$ cat src/rtl/vga_pkg.sv
// Shared definitions for the VGA fill controller: packed-pixel field layout,
// FSM state encoding and a pixel packing helper.
package vga_pkg;

  localparam int X_LSB = 0;
  localparam int Y_LSB = 10;
  localparam int C_LSB = 20;
  localparam int X_W   = 10;
  localparam int Y_W   = 10;
  localparam int C_W   = 12;
  localparam int PIX_W = 32;

  typedef enum logic [1:0] {
    ST_IDLE = 2'd0,
    ST_FILL = 2'd1,
    ST_DONE = 2'd2
  } fill_state_e;

  function automatic logic [PIX_W-1:0] pack_pixel(input logic [C_W-1:0] colour,
                                                  input logic [Y_W-1:0] y,
                                                  input logic [X_W-1:0] x);
    logic [PIX_W-1:0] p;
    p = '0;
    p[X_LSB +: X_W] = x;
    p[Y_LSB +: Y_W] = y;
    p[C_LSB +: C_W] = colour;
    return p;
  endfunction

endpackage

$ cat src/rtl/vga_raster_counter.sv
// Raster-order x/y stepper over an inclusive rectangle; x is the inner loop.
// Holds on the last pixel so the counters never leave the rectangle.
module vga_raster_counter
  import vga_pkg::*;
(
  input  logic           clk,
  input  logic           rst,
  input  logic           load,
  input  logic           enable,
  input  logic [X_W-1:0] x0,
  input  logic [X_W-1:0] x1,
  input  logic [Y_W-1:0] y0,
  input  logic [Y_W-1:0] y1,
  output logic [X_W-1:0] x,
  output logic [Y_W-1:0] y,
  output logic           last
);

  assign last = (x == x1) && (y == y1);

  always_ff @(posedge clk) begin
    if (!rst) begin
      x <= '0;
      y <= '0;
    end else if (load) begin
      x <= x0;
      y <= y0;
    end else if (enable && !last) begin
      if (x == x1) begin
        x <= x0;
        y <= y + 1'b1;
      end else begin
        x <= x + 1'b1;
      end
    end
  end

endmodule

$ cat src/rtl/vga_fill_ctrl.sv
// Rectangle-fill engine for a frame buffer with CPU pixel writes taking
// strict priority over fill writes on a single registered write port.
module vga_fill_ctrl
  import vga_pkg::*;
#(
  parameter int DISPLAY_WIDTH  = 800,
  parameter int DISPLAY_HEIGHT = 600
) (
  input  logic             clk,
  input  logic             rst,
  input  logic             cpu_we,
  input  logic [PIX_W-1:0] cpu_wdata,
  input  logic             cmd_valid,
  output logic             cmd_ready,
  input  logic [X_W-1:0]   cmd_x0,
  input  logic [Y_W-1:0]   cmd_y0,
  input  logic [X_W-1:0]   cmd_x1,
  input  logic [Y_W-1:0]   cmd_y1,
  input  logic [C_W-1:0]   cmd_colour,
  input  logic             abort,
  output logic             busy,
  output logic             done,
  output logic             vga_we,
  output logic [PIX_W-1:0] vga_wdata
);

  localparam logic [X_W-1:0] X_MAX = X_W'(DISPLAY_WIDTH - 1);
  localparam logic [Y_W-1:0] Y_MAX = Y_W'(DISPLAY_HEIGHT - 1);

  fill_state_e    state_q, state_d;
  logic [X_W-1:0] x0_q, x1_q, x_cnt;
  logic [Y_W-1:0] y0_q, y1_q, y_cnt;
  logic [C_W-1:0] colour_q;
  logic [X_W-1:0] x1_clamp;
  logic [Y_W-1:0] y1_clamp;
  logic           accept, rect_empty, fill_step, cnt_last;

  assign accept    = cmd_valid && (state_q == ST_IDLE);
  assign x1_clamp  = (cmd_x1 > X_MAX) ? X_MAX : cmd_x1;
  assign y1_clamp  = (cmd_y1 > Y_MAX) ? Y_MAX : cmd_y1;
  // An origin off-screen is always greater than the clamped far corner.
  assign rect_empty = (cmd_x0 > x1_clamp) || (cmd_y0 > y1_clamp) ||
                      (cmd_x0 > X_MAX)    || (cmd_y0 > Y_MAX);
  assign fill_step = (state_q == ST_FILL) && !cpu_we;

  always_ff @(posedge clk) begin
    // NOTE: state uses non-blocking assignments; reset is synchronous, active-low.
    if (!rst) state_q <= ST_IDLE;
    else      state_q <= state_d;
  end

  always_comb begin
    // NOTE: every output of this block gets a default first, so no latch is inferred.
    state_d   = state_q;
    cmd_ready = 1'b0;
    busy      = 1'b1;
    done      = 1'b0;
    case (state_q)
      ST_IDLE: begin
        cmd_ready = 1'b1;
        busy      = 1'b0;
        if (accept) state_d = rect_empty ? ST_DONE : ST_FILL;
      end
      ST_FILL: begin
        if (abort)                     state_d = ST_IDLE;
        else if (fill_step && cnt_last) state_d = ST_DONE;
      end
      ST_DONE: begin
        done    = 1'b1;
        state_d = ST_IDLE;
      end
      default: state_d = ST_IDLE;
    endcase
  end

  always_ff @(posedge clk) begin
    if (!rst) begin
      x0_q     <= '0;
      x1_q     <= '0;
      y0_q     <= '0;
      y1_q     <= '0;
      colour_q <= '0;
    end else if (accept) begin
      x0_q     <= cmd_x0;
      x1_q     <= x1_clamp;
      y0_q     <= cmd_y0;
      y1_q     <= y1_clamp;
      colour_q <= cmd_colour;
    end
  end

  // Load sees the incoming origin; stepping wraps back to the latched one.
  vga_raster_counter u_counter (
    .clk    (clk),
    .rst    (rst),
    .load   (accept && !rect_empty),
    .enable (fill_step),
    .x0     (accept ? cmd_x0 : x0_q),
    .x1     (x1_q),
    .y0     (accept ? cmd_y0 : y0_q),
    .y1     (y1_q),
    .x      (x_cnt),
    .y      (y_cnt),
    .last   (cnt_last)
  );

  always_ff @(posedge clk) begin
    if (!rst) begin
      vga_we    <= 1'b0;
      vga_wdata <= '0;
    end else if (cpu_we) begin
      vga_we    <= 1'b1;
      vga_wdata <= cpu_wdata;
    end else if (fill_step) begin
      vga_we    <= 1'b1;
      vga_wdata <= pack_pixel(colour_q, y_cnt, x_cnt);
    end else begin
      vga_we    <= 1'b0;
    end
  end

endmodule

$ cat config.mk
export PLATFORM = sky130hd
export DESIGN_NAME = vga_fill_ctrl
export DESIGN_NICKNAME = d
export VERILOG_FILES = /design/src/rtl/vga_pkg.sv /design/src/rtl/vga_raster_counter.sv /design/src/rtl/vga_fill_ctrl.sv
export SDC_FILE = /design/constraint.sdc
export NUM_CORES = 1
export LEC_CHECK = 0
export ABC_AREA = 1
export CAP_MARGIN = 20
export CORE_ASPECT_RATIO = 0.7
export CORE_MARGIN = 4
export CORE_UTILIZATION = 52
export CTS_CLUSTER_SIZE = 30
export DETAILED_ROUTE_END_ITERATION = 10
export PLACE_DENSITY = 0.81
export REMOVE_ABC_BUFFERS = 1
export SLEW_MARGIN = 25
export SYNTH_ARGS = -nofsm -noshare
export SYNTH_HDL_FRONTEND = slang
export SYNTH_HIERARCHICAL = 1
export SYNTH_SLANG_ARGS = --single-unit
$ cat constraint.sdc
create_clock -name clk -period 3.1 [get_ports clk]
set_input_delay 0.62 -clock clk [delete_from_list [all_inputs] [get_ports clk]]
set_output_delay 0.62 -clock clk [all_outputs]
set_load 0.02 [all_outputs]
==> results of run 1 <==
metal layers:
metal,vias to the layer above,wire length [um]
li1,3026,-
met1,2741,8130
met2,271,7330
met3,12,1700
met4,0,115
met5,-,0
power groups by stage:
| stage | clock (uW) | sequential [uW] | combinational (uW) |
|---|---|---|---|
| 2_1_floorplan | 0 | 1620 | 496 |
| 4_1_cts | 1240 | 1570 | 976 |
| 6_report | 1220 | 1570 | 1040 |
| 3_3_place_gp | 0 | 1590 | 949 |
| 3_5_place_dp | 0 | 1600 | 966 |
| 5_1_grt | 1280 | 1580 | 1140 |
critical path, cell delays in order:
cell	delay (ns)
dlymetal6s2s_1	0.12
inv_2	0.06
nor2_1	0.11
nand4_1	0.11
nand2_2	0.18
clkinv_4	0.13
nand2_4	0.10
ha_4	0.21
nand2_4	0.08
inv_1	0.04
nand2_1	0.05
nand2_1	0.05
nand2_1	0.06
nand3_1	0.09
nand2_2	0.12
nand4_1	0.15
inv_2	0.13
clkinvlp_4	0.19
buf_8	0.19
o21ai_0	0.11
o21ai_0	0.17
nand3_2	0.10
nand2_1	0.05
nor2_1	0.09
how the worst max path moves through the flow:
stage | from | endpoint | slack [ns] | depth (start not counted)
final | cmd_y1[9] | u_counter/y[5]$_SDFFE_PN0P_ | 0.09 | 24
after global routing | cmd_y1[9] | u_counter/y[5]$_SDFFE_PN0P_ | -0.08 | 24
after CTS | cmd_y1[3] | u_counter/y[3]$_SDFFE_PN0P_ | 0.01 | 20
after detailed placement | cmd_y1[3] | u_counter/y[3]$_SDFFE_PN0P_ | -0.52 | 20
after global placement | cmd_y1[3] | u_counter/y[0]$_SDFFE_PN0P_ | -0.43 | 19
after floorplan | cmd_y1[3] | u_counter/y[0]$_SDFFE_PN0P_ | -0.10 | 20
layout by cell type (no fill, tap or decap), drive strengths merged, types with 2 or more instances in the layout:
cell type	count
nand2	213
nor2	128
clkdlybuf4s50	111
dfxtp	107
inv	93
o21ai	92
buf	59
a31oi	31
a21oi	30
nand3	23
or2	22
ha	22
xor2	13
dlymetal6s2s	12
clkbuf	11
o211ai	9
nand4	8
nor3	4
xnor2	3
clkinv	3
a21o	2
clkinvlp	2
cell type report:
cell class	instances	area, sq um
Inverter	93	360
Clock inverter	6	77.6
Clock buffer	10	239
Fill cell	875	2930
Multi-Input combinational cell	605	3360
Timing Repair Buffer	183	1790
Tap cell	153	191
Sequential cell	107	2140
timing repair:
item	in CTS	in global routing
pin swaps	0	21
setup endpoints to repair	20	20
gates resized for setup	5	59
cloned	0	2
setup buffers	0	2
metrics by stage:
step	setup TNS, ns	cells	util [%]
floorplan	-0.691	804	-
global placement	-8.09	1137	68.1
detailed placement	-9.67	1137	68.1
CTS	0	1153	71.0
global route	-0.418	1157	73.6
finish	0	1157	73.6
sequential cells by signal, indices dropped and copies added (netlist names):
name,cells
vga_we,1
x1_q,10
y1_q,10
vga_wdata,32
u_counter/x,10
y0_q,10
u_counter/y,10
x0_q,10
colour_q,12
state_q,2
synth_stat cells, drive strengths merged:
cell      n  area [sq um]
nand4     8          50.1
nor3      4          20.0
a31oi    31           194
buf      26           223
xor2     13           114
a21boi    1          7.51
o21bai    1          7.51
clkbuf   14          53.8
a21o      2          15.0
a22o      1          8.76
a22oi     1          7.51
clkinv    3          11.3
inv      90           340
or2      22           138
o211ai    9           108
nand3    23           143
ha       22           275
mux2i     1          10.0
nand2   213           830
dfxtp   107          2140
a21oi    30           158
nor2    128           527
o21ai    91           534
xnor2     3          26.3
logic make-up (layout without fill, tap and decap cells):
| logic type | count (synthesis) | after routing | synth area share [%] |
|---|---|---|---|
| AOI/OAI and AO/OA | 167 | 168 | 17.5 |
| buffers and inverters | 133 | 292 | 10.6 |
| xor gates and xnor gates | 16 | 16 | 2.36 |
| and+or+nand+nor | 398 | 398 | 28.7 |
| muxes | 1 | 1 | 0.168 |
| DFF | 107 | 107 | 36.0 |
| adders and majority gates | 22 | 22 | 4.63 |
==> results.md, run 1 <==
- Average size of a mapped cell: 7.04 sq um
- CTS tree: done
- Leakage: 0.00373 uW
- Worst hold path type: reg2reg
- R2r startpoint: state_q[0]$_SDFFE_PN0P_
- Congestion Overflow GR: 0
- Net switching fraction of the power: 31.3%
- Final period utilization: 96.9%
- Hold Buf Count CTS: 0
- H-tree depth: 3
- Final setup violation count: 0
- Synthesized instance count: 844
- Fin area: 0.00816 sq mm
- Peak Freq: 333 MHz
- P per Cell Area: 470 mW/mm^2
- Core Footprint: 0.0111 sq mm
- Worst-margin pin slew: 0.856 ns
- Worst Reg-to-Reg Cells: 10
- Slack of the worst reg-to-reg path: 1.08 ns
- Initial antenna violation count: 0
- Max_slew headroom: 42.8%
- Crit path required time: 3.39 ns
- Final Hold Viols: 0
- Post-synthesis sequential area ratio: 36.0%
- Maxcap violations: 0
- Crit start category: primary input
- CTS buffer count: 9
- Overall Power: 3830 uW
- Detailed placement HPWL: 12.1 mm
- Gpl congestion: 0.944
- Synth unique cells: 45
- Worst Hold End: vga_wdata[24]$_SDFFE_PN0P_
- WL final: 17.3 mm
- Vias/cell: 5.23
- Die ar.: 0.0132 sq mm
- Setup crit end kind: flip-flop
- Synthesized area: 0.00594 sq mm
- Min Tclk post-route: 3.01 ns
- Status: complete, no violations
- Layout cells sized above 1: 18.7%
- Clock latency on the worst-skew pair: 0.35 ns
- Final antenna-violating net count: 0
- Antenna Cells: 0
- Worst hold start: vga_wdata[24]$_SDFFE_PN0P_
- Clock buffer depth: 2
- Busiest layer in global routing: met1
- Clock Skew: 0.00866 ns
- Width of the die: 136 um
- Area Overhead vs Synth: 37.3%
- Clk sinks: 107
- Worst reg2reg path endpoint: u_counter/y[0]$_SDFFE_PN0P_
- Row count: 32
- Critical setup path kind: in2reg
- Post-route DRC: 0
- Die Height: 97.4 um
- CTS root buf: clkbuf_16
- Worst VDD drop: 0.340 mV
- Port bufs: 124
- Final max-slew violation count: 0
- Seq pwr share: 40.9%
- Drt first-iter violations: 459
- Logic pwr share: 27.2%
- Crit path arrival time: 3.30 ns
- Clock-pin slew on the worst setup and hold paths: 0.08 ns
- GR Util met3: 5.38%
- Global-route wire length before repair: 26.2 mm
- Drt pass-1 iters: 5
- Vias: 6050
- Top-Level Pins: 125
- Largest net degree at the start of global routing: 67
- M2 GR Usage: 35.4%
- FF+latch count, synth: 107
- Hold slack final: 0.463 ns
- Wire per inst: 14.9 um
- All-layer global routing usage: 24.3%
- Final worst slack: 0.0946 ns
- Clock power share: 31.9%
- Vias in the first global route: 5279
- Nets: 1110
- Hold path depth: 2
- Psw: 1200 uW
- Post-Place Cell Area: 0.00755 sq mm
- Yosys Warn Count: 6
- Place WS: -0.520 ns
- Worst-path fanout max: 5
- GR Util met1: 37.1%
- P_int: 2630 uW
- Initial core utilization: 53.6%
Note: power is estimated with default switching activity, not from simulation.
==> inputs of run 2 (changes only) <==
--- a/config.mk
+++ b/config.mk
@@ -12,6 +12,7 @@
 export CORE_UTILIZATION = 52
 export CTS_CLUSTER_SIZE = 30
 export DETAILED_ROUTE_END_ITERATION = 10
+export HOLD_SLACK_MARGIN = 0.15
 export PLACE_DENSITY = 0.81
 export REMOVE_ABC_BUFFERS = 1
 export SLEW_MARGIN = 25
==> results of run 2 <==
Same layout as run 1: the final DEF is identical, and so are final timing and power.
==> inputs of run 3 (changes only) <==
--- a/config.mk
+++ b/config.mk
@@ -8,12 +8,12 @@
 export ABC_AREA = 1
 export CAP_MARGIN = 20
 export CORE_ASPECT_RATIO = 0.7
-export CORE_MARGIN = 4
-export CORE_UTILIZATION = 52
+export CORE_UTILIZATION = 25
+export CTS_BUF_LIST = sky130_fd_sc_hd__clkbuf_8 sky130_fd_sc_hd__clkbuf_16
 export CTS_CLUSTER_SIZE = 30
 export DETAILED_ROUTE_END_ITERATION = 10
 export HOLD_SLACK_MARGIN = 0.15
-export PLACE_DENSITY = 0.81
+export PLACE_DENSITY = 0.45
 export REMOVE_ABC_BUFFERS = 1
 export SLEW_MARGIN = 25
 export SYNTH_ARGS = -nofsm -noshare
==> run 3 against run 2 <==
Against the previous run:
- clock power increased by 7%
- flip-flop and latch count unchanged
- combinational power about the same
- critical endpoint is now u_counter/y[7]$_SDFFE_PN0P_
- highest routed layer unchanged
==> results.md, run 3 (synthesized netlist as in run 1, its figures left out) <==
- Hold Buf Count CTS: 0
- Initial antenna violation count: 0
- M1 WL: 11.0 mm
- Maxcap violations: 0
- Post-route DRC: 0
- Leakage: 0.00374 uW
- Final worst slack: 0.173 ns
- Max_slew headroom: 56.9%
- Crit-path cells: clkdlybuf4s50_1 > nand4_1 > nand2_2 > buf_4 > nor2_1 > ha_1 > inv_1 > o21bai_1 > nand3_1 > nand3_1 > nand2_2 > nand4_1 > inv_2 > inv_4 > buf_8 > nand2_8 > buf_4 > a21oi_1 > nor2_1
- Final max-slew violation count: 0
- CP max stage delay: 0.48 ns
- Crit path required time: 3.35 ns
- Largest net degree at the start of global routing: 39
- Vias: 5705
- WL final: 19.0 mm
- Final period utilization: 94.4%
- Die Height: 131 um
- Die ar.: 0.0244 sq mm
- CTS root buf: clkbuf_16
- Initial core utilization: 25.9%
- Worst hold path type: reg2reg
- Clk sinks: 107
- Commonest non-fill, non-tap cell in the layout: nand2_1
- Peak Freq: 342 MHz
- Worst-margin pin slew: 0.645 ns
- Drt pass-1 iters: 5
- Core Footprint: 0.0230 sq mm
- Final antenna-violating net count: 0
- Top Layer Used: met4
- Reg area: 0.00214 sq mm
- Final Hold Viols: 0
- Worst VDD drop: 0.244 mV
- Top Registers: vga_wdata: 32 flops, colour_q: 12 flops
- Vias in the first global route: 5411
- Congestion Overflow GR: 0
- Slowest cell on crit path: clkdlybuf4s50_1
- Final Util: 36.4%
- Global-route wire length before repair: 29.8 mm
- Hold slack final: 0.482 ns
- Met2 wire len: 7.00 mm
- Clock Skew: 0.00927 ns
- Row count: 46
- Area Overhead vs Synth: 40.6%
- Min Tclk post-route: 2.93 ns
- Worst-path fanout max: 9
- Post-Place Cell Area: 0.00786 sq mm
- Top-Level Pins: 125
- Most frequent cells in the layout: nand2_1, nor2_1, clkdlybuf4s50_1
- Met3 wire len: 947 um
- RSZ-0062 raised after global routing: false
- Hold path depth: 2
- Critical setup path kind: in2reg
- Antenna Cells: 0
- P per Cell Area: 469 mW/mm^2
- Final setup violation count: 0
- Largest Register: vga_wdata
- Layout cells sized above 1: 19.5%
- Worst Reg-to-Reg Cells: 12
- FILL cells: 2443
- Nets: 1128
- All-layer global routing usage: 16.0%
- Vias/cell: 4.28
- Clock latency on the worst-skew pair: 0.36 ns
- Multi-input logic area: 0.00327 sq mm
- Crit start category: primary input
- Detailed placement HPWL: 14.4 mm
- Clock buffer depth: 2
- Crit path arrival time: 3.18 ns
- Clock-pin slew on the worst setup and hold paths: 0.08 ns
- Place WS: -0.682 ns
- H-tree depth: 3
- Drt first-iter violations: 270
- Setup crit end kind: flip-flop
- Status: complete, no violations
- Max FFs per register: 32
- Width of the die: 186 um
- Fin area: 0.00835 sq mm
- Wire per inst: 14.3 um
- Port bufs: 124
- Gpl congestion: 0.840
- CTS tree: done
- CTS buffer count: 9
run 3: repair_timing:
| action | CTS | global route |
|---|---|---|
| setup buffers | 1 | 0 |
| pin swaps | 0 | 11 |
| setup endpoints to repair | 20 | 20 |
| resized for setup | 13 | 37 |
| gates cloned | 1 | 0 |
run 3: per-stage QoR:
stage	power, uW	setup TNS (ns)	cells
after floorplan	2110	-0.691	804
after global placement	2600	-11.41	1316
after global routing	4140	0	1334
final	3910	0	1334
after CTS	3940	0	1334
after detailed placement	2600	-12.50	1316
run 3: path summary, 6_finish.rpt:
kind | start | end | slack, ns
setup / recovery | cmd_y1[6] | u_counter/y[7]$_SDFFE_PN0P_ | 0.17
hold / removal | colour_q[11]$_SDFFE_PN0P_ | vga_wdata[31]$_SDFFE_PN0P_ | 0.48
setup reg to reg | u_counter/x[2]$_SDFFE_PN0P_ | u_counter/y[7]$_SDFFE_PN0P_ | 1.17
hold reg to reg | colour_q[11]$_SDFFE_PN0P_ | vga_wdata[31]$_SDFFE_PN0P_ | 0.48
run 3: routing by layer:
layer | global-route usage [%] | vias up
met4 | 2.75 | 0
met2 | 21.6 | 121
li1 | - | 3058
met1 | 25.6 | 2515
met3 | 2.99 | 11
met5 | 0 | -
run 3: power by group:
part / total [uW] / internal (uW) / leakage [uW] / switching [uW]
combinational: 1030 / 471 / 0.00270 / 562
sequential: 1570 / 1490 / 0.000883 / 79.4
clock: 1310 / 723 / 0.000159 / 586
run 3: worst max-delay path: cells and delay by family:
kind / cells / cell delay (ns)
compound gates: 2 / 0.26
fa+ha+maj: 1 / 0.29
buf+inv: 7 / 1.12
simple gates: 9 / 0.88
run 3: area by class of cell:
| cell class | count | share of cell area, % |
|---|---|---|
| flip-flops and latches | 107 | 25.6 |
| multi-input cells | 605 | 39.1 |
| inverters | 93 | 4.27 |
| repair buffers | 201 | 22.3 |
| clock inverters | 7 | 1.32 |
| clock buffers | 9 | 2.70 |
| well taps | 312 | 4.67 |
==> RTL change, RTL diff (settings of run 3) <==
The package constant `Y_W` goes from 10 to 5.
--- a/src/rtl/vga_pkg.sv
+++ b/src/rtl/vga_pkg.sv
@@ -6,7 +6,7 @@
   localparam int Y_LSB = 10;
   localparam int C_LSB = 20;
   localparam int X_W   = 10;
-  localparam int Y_W   = 10;
+  localparam int Y_W   = 5;
   localparam int C_W   = 12;
   localparam int PIX_W = 32;
 
Ports: changed (resized cmd_y0 and cmd_y1); port bits go from 125 to 115. The function was not compared with the original's and may differ.
==> RTL change against run 3 <==
- the flow now finishes with violations (DRC)
- non-clock buffer count fell by 58
- sequential cell count fell by 15
- critical path type unchanged
- cell area fell by 22%
- maximum frequency rose by 3.4%
- routed wire length fell by 21%
- synthesized area fell by 21%
- combinational power fell by 19%
- worst setup slack improved by 0.097 ns
- total power fell by 14%
- clock skew rose by 0.00064 ns
==> RTL change: results <==
{
  "rrSetupSlack_ns": 1.15,
  "multi_input_gates": 490,
  "wire_per_inst_um": 14.3,
  "die_w_um": 166,
  "first_pass_iters": 8,
  "ir_drop_mv": 0.221,
  "placed_area_um2": 6210,
  "place_ws_ns": -0.125,
  "drt_iter0_markers": 263,
  "grt_max_degree": 58,
  "nets": 913,
  "buffer_area_share_pct": 20.9,
  "post_cts_buffers": 0,
  "yosysUniqueCellTypes": 32,
  "cts_resized": 0,
  "grt_pass1_wl_um": 24100,
  "inverters": 81,
  "viasPerCell": 4.45,
  "n_all_buffers": 143,
  "fillers": 1921,
  "grt_usage_pct": 16.1,
  "worst_slew_pin_slew_ns": 0.660,
  "drc": 11,
  "yosysSeqAreaShare_pct": 39.1,
  "gp_congestion": 0.799,
  "seq_area_um2": 1840,
  "synth_commonest_cells": "nand2_1, nor2_1, dfxtp_1",
  "r2r_cells": 10,
  "multi_input_area_share_pct": 37.0,
  "hold_path_end": "vga_wdata[15]",
  "rr_startpoint": "u_counter/x[2]",
  "crit_family": "simple AND/OR/NAND/NOR gates",
  "hold_depth": 2,
  "status": "finished with violations",
  "grt_pass1_vias": 4478,
  "leakage_nw": 2.84,
  "hold_start": "vga_wdata[15]",
  "violations": "DRC",
  "switching_share_pct": 31.7,
  "cellPowerDensity_nw_per_um2": 516
}
-- RTL change: power groups by stage --
stage / clock, mW / sequential [mW] / combinational [mW]
global placement: 0 / 1.40 / 0.814
global route: 1.27 / 1.39 / 0.938
floorplan: 0 / 1.41 / 0.424
finish: 1.17 / 1.37 / 0.831
CTS: 1.21 / 1.37 / 0.829
detailed placement: 0 / 1.40 / 0.824
-- RTL change: cells by family after synthesis --
family / synth area share (%)
compound gates: 16.0
xor+xnor: 1.86
fa+ha+maj: 4.52
buf+inv: 9.88
flops: 39.1
simple gates: 28.6
-- RTL change: how the worst max path moves through the flow --
| stage | to | slack, ns | startpoint |
|---|---|---|---|
| 2_1_floorplan | u_counter/x[9] | 0.37 | cmd_x1[8] |
| 3_3_place_gp | u_counter/x[0] | -0.05 | cmd_x1[8] |
| 3_5_place_dp | u_counter/x[0] | -0.13 | cmd_x1[8] |
| 4_1_cts | u_counter/x[0] | 0.22 | cmd_x1[8] |
| 5_1_grt | u_counter/x[8] | -0.003 | cmd_x1[9] |
| 6_report | u_counter/x[8] | 0.27 | cmd_x1[8] |
-- RTL change: metrics by stage --
stage | hold WS, ns | power [mW] | instances
finish | 0.466 | 3.38 | 1058
global route | 0.483 | 3.59 | 1058
CTS | 0.469 | 3.42 | 1057
detailed placement | 0.458 | 2.22 | 1041
global placement | 0.448 | 2.21 | 1041
floorplan | 0.461 | 1.84 | 662
-- RTL change: worst min-delay path, delay by kind of cell, from the launching register on --
| kind | cells | cell delay (ns) |
|---|---|---|
| AOI/OAI and AO/OA | 1 | 0.05 |
| DFF | 1 | 0.31 |
| and+or+nand+nor | 1 | 0.06 |
-- RTL change: routing by layer --
metal | track usage, % | wire (um)
met1 | 24.0 | 8230
met2 | 22.9 | 5890
met3 | 3.93 | 875
met4 | 3.61 | 85
met5 | 0 | 0
